--- src/rtl/nabp_multi_shifter_if.sv ---
// nabp_multi_shifter_if
//   Handshake/bus bundle between NABP state control, the multi-channel shift
//   controller and the per-angle mapper / line-buffer lanes.
//   master : state-control side (drives kicks, hold, abort, per-lane steps)
//   slave  : shift controller side (drives enables, clears and done pulses)
//   sc_accu_base packs one W-bit unsigned fixed-point step per lane,
//   lane c at [c*W +: W].
interface nabp_multi_shifter_if #(
    parameter int CHANNELS = 4,
    parameter int W        = 12
);
    logic                  sc_fill_kick;
    logic                  sc_shift_kick;
    logic [CHANNELS*W-1:0] sc_accu_base;
    logic                  sc_hold;
    logic                  sc_abort;
    logic                  sc_fill_done;
    logic                  sc_shift_done;
    logic                  mp_kick;
    logic                  mp_done;
    logic [CHANNELS-1:0]   mp_shift_en;
    logic                  lb_clear;
    logic [CHANNELS-1:0]   lb_shift_en;
    logic                  sw_pe_en;
    logic                  busy;

    modport master (
        output sc_fill_kick, sc_shift_kick, sc_accu_base, sc_hold, sc_abort,
        input  sc_fill_done, sc_shift_done, mp_kick, mp_done, mp_shift_en,
               lb_clear, lb_shift_en, sw_pe_en, busy
    );

    modport slave (
        input  sc_fill_kick, sc_shift_kick, sc_accu_base, sc_hold, sc_abort,
        output sc_fill_done, sc_shift_done, mp_kick, mp_done, mp_shift_en,
               lb_clear, lb_shift_en, sw_pe_en, busy
    );
endinterface

--- src/rtl/nabp_multi_shifter.sv ---
// nabp_multi_shifter
//   Multi-channel shift controller for the NABP back-projection datapath.
//   A common fill phase shifts every lane FILL_LEN times; the following
//   shift phase runs IMAGE_SIZE cycles in which each lane shifts whenever
//   the integer part of its fixed-point accumulator changes.
//   Ports:
//     clk   : rising-edge clock
//     reset : asynchronous, active-high reset
//     bus   : nabp_multi_shifter_if.slave (kicks, hold, abort, lane steps in;
//             mapper / line-buffer enables, PE enable, done pulses, busy out)
//   lb_shift_en, sw_pe_en and both done pulses lag their internal versions
//   by DELAY registers; mp_kick, lb_clear and mp_shift_en are combinational.

// Per-lane accumulator: holds the latched step and the running position.
// shift is high when adding the step moves the integer part (after wrap).
module nabp_multi_shifter_lane #(
    parameter int ACC_INT  = 2,
    parameter int ACC_FRAC = 10,
    parameter int W        = ACC_INT + ACC_FRAC
) (
    input  logic         clk,
    input  logic         reset,
    input  logic         load,
    input  logic         step,
    input  logic [W-1:0] base_in,
    output logic         shift
);
    logic [W-1:0] acc;
    logic [W-1:0] base;
    logic [W-1:0] sum;

    assign sum   = acc + base;
    assign shift = sum[W-1 -: ACC_INT] != acc[W-1 -: ACC_INT];

    always_ff @(posedge clk or posedge reset) begin
        if (reset) begin
            acc  <= '0;
            base <= '0;
        end else if (load) begin
            base <= base_in;
            acc  <= '0;
        end else if (step) begin
            acc  <= sum;
        end
    end
endmodule

module nabp_multi_shifter #(
    parameter int IMAGE_SIZE = 128,
    parameter int FILL_LEN   = 64,
    parameter int CHANNELS   = 4,
    parameter int ACC_INT    = 2,
    parameter int ACC_FRAC   = 10,
    parameter int DELAY      = 2
) (
    input  logic                  clk,
    input  logic                  reset,
    nabp_multi_shifter_if.slave   bus
);
    localparam int W  = ACC_INT + ACC_FRAC;
    localparam int CW = (IMAGE_SIZE > 2) ? $clog2(IMAGE_SIZE) : 1;
    localparam logic [CW-1:0] FILL_CNT  = CW'(FILL_LEN);
    localparam logic [CW-1:0] SHIFT_CNT = CW'(IMAGE_SIZE - 1);

    generate
        if (FILL_LEN > IMAGE_SIZE - 1 || CHANNELS < 1 || DELAY < 1) begin : g_bad_cfg
            $error("nabp_multi_shifter: need FILL_LEN <= IMAGE_SIZE-1, CHANNELS >= 1, DELAY >= 1");
        end
    endgenerate

    typedef enum logic [1:0] {READY, FILL, FILL_DONE, SHIFT} state_t;

    // Everything that travels through the output delay line.
    typedef struct packed {
        logic                fill_done;
        logic                shift_done;
        logic                pe_en;
        logic [CHANNELS-1:0] shift_en;
    } dly_t;

    state_t              state;
    logic [CW-1:0]       cnt;
    logic                cnt_zero;
    logic                run;
    logic                fill_acc;
    logic                shift_acc;
    logic                lane_step;
    logic [CHANNELS-1:0] lane_shift;
    dly_t                pre;
    dly_t [DELAY:1]      dly_pipe;

    assign cnt_zero  = (cnt == '0);
    // A cycle makes progress only when not stalled, aborted or in reset;
    // gating with reset keeps the combinational outputs low during reset.
    assign run       = !bus.sc_hold && !bus.sc_abort && !reset;
    assign fill_acc  = (state == READY) && bus.sc_fill_kick && !bus.sc_abort && !reset;
    assign shift_acc = (state == FILL_DONE) && bus.sc_shift_kick && !bus.sc_abort;
    assign lane_step = (state == SHIFT) && run && !cnt_zero;

    always_comb begin
        pre = '0;
        if (run && state == FILL) begin
            if (cnt_zero) pre.fill_done = 1'b1;
            else          pre.shift_en  = '1;
        end
        if (run && state == SHIFT) begin
            pre.shift_en   = lane_shift;
            pre.pe_en      = 1'b1;
            pre.shift_done = cnt_zero;
        end
    end

    generate
        for (genvar c = 0; c < CHANNELS; c++) begin : g_lane
            nabp_multi_shifter_lane #(
                .ACC_INT  (ACC_INT),
                .ACC_FRAC (ACC_FRAC)
            ) u_lane (
                .clk     (clk),
                .reset   (reset),
                .load    (shift_acc),
                .step    (lane_step),
                .base_in (bus.sc_accu_base[c*W +: W]),
                .shift   (lane_shift[c])
            );
        end
    endgenerate

    always_ff @(posedge clk or posedge reset) begin
        if (reset) begin
            state    <= READY;
            cnt      <= '0;
            dly_pipe <= '0;
        end else if (bus.sc_abort) begin
            // Abort wins over everything and flushes in-flight enables/dones.
            state    <= READY;
            cnt      <= '0;
            dly_pipe <= '0;
        end else begin
            dly_pipe[1] <= pre;
            for (int i = 2; i <= DELAY; i++) dly_pipe[i] <= dly_pipe[i-1];
            case (state)
                READY: begin
                    if (bus.sc_fill_kick) begin
                        state <= FILL;
                        cnt   <= FILL_CNT;
                    end
                end
                FILL: begin
                    if (!bus.sc_hold) begin
                        if (cnt_zero) state <= FILL_DONE;
                        else          cnt   <= cnt - 1'b1;
                    end
                end
                FILL_DONE: begin
                    if (bus.sc_shift_kick) begin
                        state <= SHIFT;
                        cnt   <= SHIFT_CNT;
                    end
                end
                SHIFT: begin
                    if (!bus.sc_hold) begin
                        if (cnt_zero) state <= READY;
                        else          cnt   <= cnt - 1'b1;
                    end
                end
                default: state <= READY;
            endcase
        end
    end

    assign bus.mp_kick       = fill_acc;
    assign bus.lb_clear      = fill_acc;
    assign bus.mp_shift_en   = pre.shift_en;
    assign bus.lb_shift_en   = dly_pipe[DELAY].shift_en;
    assign bus.sw_pe_en      = dly_pipe[DELAY].pe_en;
    assign bus.sc_fill_done  = dly_pipe[DELAY].fill_done;
    assign bus.sc_shift_done = dly_pipe[DELAY].shift_done;
    assign bus.mp_done       = dly_pipe[DELAY].shift_done;
    assign bus.busy          = (state != READY);
endmodule
--- src/flat_wrapper.sv ---
// flat-port wrapper written by rule: the top's interface ports become plain ports
module nabp_multi_shifter_flat 
#(
    parameter int IMAGE_SIZE = 128,
    parameter int FILL_LEN   = 64,
    parameter int CHANNELS   = 4,
    parameter int ACC_INT    = 2,
    parameter int ACC_FRAC   = 10,
    parameter int DELAY      = 2
)
  (clk, reset, bus_sc_fill_kick, bus_sc_shift_kick, bus_sc_accu_base, bus_sc_hold, bus_sc_abort, bus_sc_fill_done, bus_sc_shift_done, bus_mp_kick, bus_mp_done, bus_mp_shift_en, bus_lb_clear, bus_lb_shift_en, bus_sw_pe_en, bus_busy);
  nabp_multi_shifter_if #(.CHANNELS(CHANNELS)) bus_i ();
  input  logic clk;
  input  logic reset;
  input wire logic [$bits(bus_i.sc_fill_kick)-1:0] bus_sc_fill_kick;
  input wire logic [$bits(bus_i.sc_shift_kick)-1:0] bus_sc_shift_kick;
  input wire logic [$bits(bus_i.sc_accu_base)-1:0] bus_sc_accu_base;
  input wire logic [$bits(bus_i.sc_hold)-1:0] bus_sc_hold;
  input wire logic [$bits(bus_i.sc_abort)-1:0] bus_sc_abort;
  output wire logic [$bits(bus_i.sc_fill_done)-1:0] bus_sc_fill_done;
  output wire logic [$bits(bus_i.sc_shift_done)-1:0] bus_sc_shift_done;
  output wire logic [$bits(bus_i.mp_kick)-1:0] bus_mp_kick;
  output wire logic [$bits(bus_i.mp_done)-1:0] bus_mp_done;
  output wire logic [$bits(bus_i.mp_shift_en)-1:0] bus_mp_shift_en;
  output wire logic [$bits(bus_i.lb_clear)-1:0] bus_lb_clear;
  output wire logic [$bits(bus_i.lb_shift_en)-1:0] bus_lb_shift_en;
  output wire logic [$bits(bus_i.sw_pe_en)-1:0] bus_sw_pe_en;
  output wire logic [$bits(bus_i.busy)-1:0] bus_busy;
  assign bus_i.sc_fill_kick = bus_sc_fill_kick;
  assign bus_i.sc_shift_kick = bus_sc_shift_kick;
  assign bus_i.sc_accu_base = bus_sc_accu_base;
  assign bus_i.sc_hold = bus_sc_hold;
  assign bus_i.sc_abort = bus_sc_abort;
  assign bus_sc_fill_done = bus_i.sc_fill_done;
  assign bus_sc_shift_done = bus_i.sc_shift_done;
  assign bus_mp_kick = bus_i.mp_kick;
  assign bus_mp_done = bus_i.mp_done;
  assign bus_mp_shift_en = bus_i.mp_shift_en;
  assign bus_lb_clear = bus_i.lb_clear;
  assign bus_lb_shift_en = bus_i.lb_shift_en;
  assign bus_sw_pe_en = bus_i.sw_pe_en;
  assign bus_busy = bus_i.busy;
  nabp_multi_shifter #(.IMAGE_SIZE(IMAGE_SIZE), .FILL_LEN(FILL_LEN), .CHANNELS(CHANNELS), .ACC_INT(ACC_INT), .ACC_FRAC(ACC_FRAC), .DELAY(DELAY)) u_core (.clk(clk), .reset(reset), .bus(bus_i));
endmodule
--- config.mk ---
export PLATFORM = sky130hd
export DESIGN_NAME = nabp_multi_shifter_flat
export DESIGN_NICKNAME = d
export VERILOG_FILES = /design/src/rtl/nabp_multi_shifter_if.sv /design/src/rtl/nabp_multi_shifter.sv /design/src/flat_wrapper.sv
export SDC_FILE = /design/constraint.sdc
export NUM_CORES = 1
export LEC_CHECK = 0
export CORE_MARGIN = 3
export CORE_UTILIZATION = 30
export DETAILED_ROUTE_END_ITERATION = 6
export PLACE_DENSITY_LB_ADDON = 0.2
export REMOVE_ABC_BUFFERS = 1
export SETUP_SLACK_MARGIN = 0.3
export SLEW_MARGIN = 20
export SYNTH_ARGS = -nofsm -noshare
export SYNTH_HDL_FRONTEND = slang
export SYNTH_SLANG_ARGS = --single-unit
--- constraint.sdc ---
create_clock -name clk -period 3.6 [get_ports clk]
set_input_delay 0.72 -clock clk [delete_from_list [all_inputs] [get_ports clk]]
set_output_delay 0.72 -clock clk [all_outputs]
set_load 0.005 [all_outputs]
==> run summary, run 1 <==
Status -> completed
Hold path depth -> 1
Worst-Margin Slew -> 0.759 ns
Max Cap Viol -> 0
IO Port Bufs -> 68
Hpwl dp -> 10500 microns
DRC -> 0
Hold path startpoint -> u_core.dly_pipe[6]
RePlAce Congestion -> 0.791
Total GRT Usage -> 0.141
Via density -> 4.72
Bufs on Longest Clock Path -> 2
Die width -> 154 microns
DR iter-0 viols -> 193
Clock Skew -> 0.0122 ns
Synth Area in Compound Gates -> 0.159
Initial Util -> 0.308
Crit path DAT -> 2.77 ns
Synth-to-Final Area Change -> 30.5%
Main combinational cell family by area after synthesis -> simple AND/OR/NAND/NOR gates
Min Clock Period, post-route -> 3.49 ns
GR met2 Demand/Resource -> 0.209
Worst slew margin -> 0.494
Drt pass-1 iters -> 4
Final Routed Wirelength -> 16000 microns
Place WS -> -0.125 ns
Worst Setup End Kind -> primary output
Adder-Cell Fraction of Synth Area -> 0.106
Worst R2R Path Depth -> 12
Mapped cell area -> 6560 sq um
Synth warn -> 0
Clk sinks -> 115
Setup slack, reg-to-reg -> 1.22 ns
FP Rows -> 53
Reg-to-Reg Start -> u_core.g_lane[1].u_lane.acc[0]
Number of global-route vias before repair -> 5444
Worst-Skew Late Latency -> 0.43 ns
Largest net degree at the start of global routing -> 51
Routed len/inst -> 13.9 microns
CTS clk-pin slew, worst paths -> 0.06 ns
Pwr/cell area -> 737 nW/um^2
Post-synthesis sequential area ratio -> 0.439
Critical Path Fanout Max -> 2
Hold Crit Class -> register to register
H-tree level count -> 4
Final Power -> 6.31 mW
Share of layout cells above drive strength 1 -> 0.137
Final hold vios -> 0
Fin nets -> 969
Worst Path Required -> 2.88 ns
Asr flop ratio synth -> 1.00
Top Usage Layer GRT -> met2
Antenna fix cells -> 0
Fin crit share -> 0.970
Routed Antenna Nets -> 0
Die Area -> 23700 sq um
Critical R2R Capture -> u_core.g_lane[1].u_lane.acc[8]
# setup viols final -> 0
Fmax -> 286 MHz
Mapped Cells -> 769
Startpoint Class -> register
Post-synth EDFFs -> 0
Synth Register Bits -> 115
GRT overflow -> 0
Number of antenna violations at the first check in global routing -> 0
Core area -> 21300 sq um
Hold Path Sink -> u_core.bus.sc_fill_done
Post-synthesis xor/xnor area fraction -> 0.0341
Proportion of synthesized area in mux cells -> 0.00458
Grt met3 use -> 0.0383
Synth cell types -> 46
Lkg Pwr -> 4.07 nW
Most common cell after layout, fill and taps aside -> nand2_1
Met1 Track Usage GR -> 0.200
Die Y-Extent -> 154 microns
RSZ-0062 raised after global routing -> yes
Max Slew Vio Count -> 0
Synth Area in Simple Gates -> 0.215
Commonest non-fill, non-tap cells in the layout -> nand2_1, dfrtp_1, clkdlybuf4s50_1, a21oi_1, nor2_1
Vias -> 5428
Cts hold-fix bufs -> 0
CTS Buf Count -> 17
Top_reg_cell synth -> dfrtp_1
I/O pin total -> 69
Global-route wire length before repair -> 27100 microns
TritonCTS clock tree -> built
Mean Syn Cell Area -> 8.53 sq um
Crit Path Class -> register to primary output
Final WS setup -> 0.109 ns
Root Buffer -> clkbuf_16
VDD IR max -> 230 uV
-- synth_stat cells, types with 2 or more instances --
cell type	count	area (sq um)
a211oi_1	12	90.1
a21o_1	9	67.6
a21oi_1	59	295
a22o_1	4	35.0
a311oi_1	4	35.0
a31oi_1	5	31.3
and2_1	2	12.5
and3_1	7	43.8
buf_2	8	40.0
buf_4	6	45.0
buf_6	2	22.5
clkbuf_1	20	75.1
dfrtp_1	115	2880
fa_1	4	80.1
ha_1	49	613
inv_1	24	90.1
mux2i_1	3	30.0
nand2_1	221	830
nand2b_1	7	43.8
nand3_1	9	45.0
nor2_1	56	210
nor2b_1	14	87.6
nor3_1	15	75.1
o2111ai_1	2	17.5
o211ai_1	3	22.5
o21a_1	8	60.1
o21ai_0	39	195
o21ai_1	11	55.1
o22ai_1	2	12.5
o311ai_0	4	35.0
o31a_1	5	43.8
o31ai_1	2	15.0
or3_1	4	25.0
xnor2_1	20	175
xor2_1	3	26.3
-- worst max-delay path by stage --
stage	cells after the start	end	from	slack [ns]
after floorplan	5	u_core.g_lane[0].u_lane.base[1]	u_core.state[0]	-0.36
after global placement	11	bus_mp_shift_en[0]	bus_sc_abort	-0.07
after detailed placement	11	bus_mp_shift_en[0]	bus_sc_abort	-0.12
after CTS	12	bus_mp_shift_en[0]	u_core.g_lane[0].u_lane.base[0]	0.05
after global routing	12	bus_mp_shift_en[0]	u_core.g_lane[0].u_lane.base[0]	-0.06
final	12	bus_mp_shift_en[0]	u_core.g_lane[0].u_lane.acc[0]	0.11
-- what timing repair did --
item,CTS,global route
endpoints found under the setup margin,4,4
pin swaps,31,26
gates resized for setup,47,13
setup buffers,15,6
hold endpoints to repair,0,0
-- metrics by stage --
step | utilization | instances | setup TNS, ns | hold slack (ns) | cell area [sq um]
after global placement | 0.356 | 1097 | -0.0891 | 0.444 | 7580
after CTS | 0.397 | 1144 | 0 | 0.460 | 8450
final | 0.402 | 1150 | 0 | 0.458 | 8560
after detailed placement | 0.356 | 1097 | -0.190 | 0.449 | 7580
after floorplan | - | 733 | -37.75 | 0.439 | 6380
after global routing | 0.402 | 1150 | -0.0838 | 0.470 | 8560
-- state kept, by name, summed over array words and instances (netlist names), 2 cells and up --
signal	count
u_core.g_lane.u_lane.base	48
u_core.g_lane.u_lane.acc	44
u_core.cnt	7
u_core.dly_pipe	7
u_core.bus.lb_shift_en	4
u_core.state	2
-- where the power goes --
part / internal, mW / switching, mW / leakage (nW)
clock network: 1.22 / 0.608 / 0.316
logic: 1.12 / 1.29 / 2.23
registers: 1.74 / 0.325 / 1.53
total: 4.08 / 2.22 / 4.07
-- routing by layer --
layer	wire length (microns)	vias up
li1	-	2790
met1	8330	2553
met2	7000	74
met3	459	11
met4	204	0
met5	0	-
-- worst max-delay path, stage by stage, from the launching register on --
cell       delay [ns]
dfrtp_1          0.38
ha_2             0.19
inv_2            0.05
fa_2             0.19
nor2b_2          0.05
o31a_1           0.28
o2111ai_2        0.21
nand2_2          0.12
xnor2_4          0.15
a311oi_2         0.30
o311ai_1         0.15
buf_4            0.16
buf_6            0.10
-- cells by family after synthesis --
| group | count (synthesis) |
|---|---|
| XOR/XNOR | 24 |
| multiplexers | 3 |
| AND/OR/NAND/NOR | 340 |
| buffers and inverters | 61 |
| adder cells (fa/ha/maj) | 53 |
| flip-flops | 115 |
| AO/OA/AOI/OAI | 173 |
-- final cells by class --
type	count	area, sq um
Timing Repair Buffer	110	995
Tap cell	275	344
Multi-Input combinational cell	593	3610
Sequential cell	115	2880
Clock inverter	10	153
Fill cell	2172	12700
Inverter	25	96.3
Clock buffer	22	484
(Power assumes the default switching activity.)
==> run 2, diff against run 1 <==
Settings changed: CORE_UTILIZATION 30 to 52, PLACE_DENSITY from default to 0.77, PLACE_DENSITY_LB_ADDON 0.2 to default.
==> run 2 against run 1 <==
Effect of this change: the flow now finishes with violations (setup timing); combinational power is 5% higher; design area is 1.2% lower; die area fell by 41%; flip-flop and latch count unchanged; clock power is 6% lower; routed wire length rose by 1.8%; count of clock-buffer cells in the layout unchanged; hold slack improved by 0.0077 ns; non-clock buffer count increased by 1; critical path type unchanged.
==> run summary, run 2 (synthesis gave the netlist of run 1 again) <==
Status -> finished with violations
Failing checks -> setup timing
RSZ-0062 raised after global routing -> yes
CTS Buf Count -> 17 (unchanged)
Hold path startpoint -> u_core.dly_pipe[6]
DR iter-0 viols -> 415 (+120%)
Routed len/inst -> 15.6 microns (+12%)
Final Routed Wirelength -> 16300 microns (+1.8%)
Die width -> 118 microns (-23%)
Initial Util -> 0.540 (+0.231)
Root Buffer -> clkbuf_16
Worst Path Required -> 2.88 ns (about the same)
Commonest non-fill, non-tap cells in the layout -> nand2_1, dfrtp_1, clkdlybuf4s50_1, a21oi_1, nor2_1
Worst slew margin -> 0.485 (-0.00899)
CP max stage cell -> dfrtp_1
Max Cap Viol -> 0 (unchanged)
Via density -> 5.52 (+17%)
Most common cell after layout, fill and taps aside -> nand2_1
Final Power -> 6.34 mW (+0.53%)
Worst-Skew Late Latency -> 0.42 ns (about the same)
Max reg flops -> 48 (unchanged)
Worst-path cell chain -> ha_4, a211oi_2, o21ai_2, o31a_1, a311oi_2, nor3_2, a311oi_2, o311ai_2, buf_4, buf_6
Hpwl dp -> 10100 microns (-3.8%)
Drt pass-1 iters -> 5 (+1)
Critical Path Fanout Max -> 3 (+1)
Clk sinks -> 115 (unchanged)
Antenna fix cells -> 0 (unchanged)
IO Port Bufs -> 68 (unchanged)
Die Area -> 14000 sq um (-41%)
Place WS -> -0.141 ns (-0.0164 ns)
TritonCTS clock tree -> built
Hold Crit Class -> register to register
Worst setup path startpoint -> u_core.g_lane[2].u_lane.acc[1]
Largest net degree at the start of global routing -> 91 (+78%)
Crit path DAT -> 2.94 ns (+0.17 ns)
Min Clock Period, post-route -> 3.66 ns (+0.169 ns)
Vias -> 5763 (+6.2%)
Met1 Track Usage GR -> 0.288 (+0.0881)
GRT overflow -> 0 (unchanged)
Fmax -> 273 MHz (-4.6%)
Global-route wire length before repair -> 27000 microns (-0.36%)
H-tree level count -> 4 (unchanged)
RePlAce Congestion -> 0.911 (+15%)
Core area -> 12200 sq um (-43%)
Bufs on Longest Clock Path -> 2 (unchanged)
Fin nets -> 970 (+0.10%)
Cell mode on critical path -> a311oi_2
Largest register by flop count -> u_core.g_lane.u_lane.base
Max Slew Vio Count -> 0 (unchanged)
Final WS setup -> -0.0601 ns (-0.169 ns)
Grt met3 use -> 0.0512 (+0.0129)
Lkg Pwr -> 4.06 nW (-0.22%)
Pwr/cell area -> 750 nW/um^2 (+1.8%)
# setup viols final -> 1 (+1)
CTS clk-pin slew, worst paths -> 0.06 ns (about the same)
Slowest cell delay on critical path -> 0.43 ns (+0.05 ns)
Area of the multi-input gates -> 3630 sq um (+0.66%)
Number of global-route vias before repair -> 5859 (+7.6%)
Worst Setup End Kind -> primary output
Top Registers -> u_core.g_lane.u_lane.base x48, u_core.g_lane.u_lane.acc x44
Synth-to-Final Area Change -> 28.9%
Routed Antenna Nets -> 0 (unchanged)
Worst-Margin Slew -> 0.772 ns (+0.0135 ns)
Fin crit share -> 1.02 (+0.0469)
Share of layout cells above drive strength 1 -> 0.142 (+0.00441)
Fin cells -> 1044 (-9.2%)
Cts hold-fix bufs -> 0 (unchanged)
I/O pin total -> 69 (unchanged)
Final hold vios -> 0 (unchanged)
Sequential Area -> 2880 sq um (unchanged)
FP Rows -> 40 (-25%)
DRC -> 0 (unchanged)
GR met2 Demand/Resource -> 0.402 (+0.192)
Final setup TNS -> -0.0601 ns (-0.0601 ns)
Placed insts -> 987 (-10%)
VDD IR max -> 388 uV (+69%)
Number of antenna violations at the first check in global routing -> 0 (unchanged)
Crit Path Class -> register to primary output
Die Y-Extent -> 118 microns (-23%)
Reg-to-Reg Start -> u_core.state[0]
Total GRT Usage -> 0.234 (+0.0935)
Top Usage Layer GRT -> met2
Clock Skew -> 0.0101 ns (-0.00210 ns)
Startpoint Class -> register
Filler cell count -> 924 (-57%)
==> run 2: changes by cell type in the layout (fill, tap and decap cells not counted), sizes merged <==
cell	delta
buf	+1
bufinv	-1
clkinvlp	+1
==> run 2: routing by layer <==
metal | vias up | wire (microns)
met5 | - | 0
met4 | 0 | 309
met3 | 27 | 743
met2 | 158 | 8310
met1 | 2788 | 6920
li1 | 2790 | -
==> run 2: final timing paths <==
path / to / depth (start not counted) / slack (ns)
worst max-delay path: bus_mp_shift_en[2] / 10 / -0.06
worst min-delay path: u_core.bus.sc_fill_done / 1 / 0.47
worst max register to register: u_core.g_lane[0].u_lane.acc[1] / 9 / 0.89
worst min register to register: u_core.bus.sc_fill_done / 1 / 0.47
max in group asynchronous: u_core.g_lane[3].u_lane.acc[3] / 4 / 1.95
min in group asynchronous: u_core.cnt[4] / 3 / 0.90
==> run 2: metrics by stage <==
step	util	hold WS, ns	area [sq um]
after floorplan	-	0.439	6380
after global placement	0.613	0.445	7450
after detailed placement	0.613	0.455	7450
after CTS	0.684	0.465	8320
after global routing	0.695	0.478	8460
final	0.695	0.466	8460
==> run 2: cell type report <==
type                    instances  area share
multi-input cells             593       0.430
clock inverters                10      0.0154
flip-flops and latches        115       0.340
inverters                      25      0.0114
clock buffers                  22      0.0561
well taps                     168      0.0249
repair buffers                111       0.122
==> run 2: worst max-delay path, delay by kind of cell, from the launching register on <==
family	cells	cell delay (ns)
simple gates	1	0.07
fa+ha+maj	1	0.26
flops	1	0.43
buf+inv	2	0.27
compound gates	6	1.48
==> run 2: power breakdown <==
part           switching [mW]  internal [mW]
clock                   0.584           1.13
combinational            1.36           1.17
sequential              0.347           1.74
total                    2.30           4.04
==> run 2: repair_timing <==
| action | CTS | global route |
|---|---|---|
| gates resized for setup | 53 | 12 |
| endpoints found under the setup margin | 4 | 4 |
| buffers inserted | 17 | 8 |
| pin swaps | 27 | 28 |
| hold endpoints to repair | 0 | 0 |
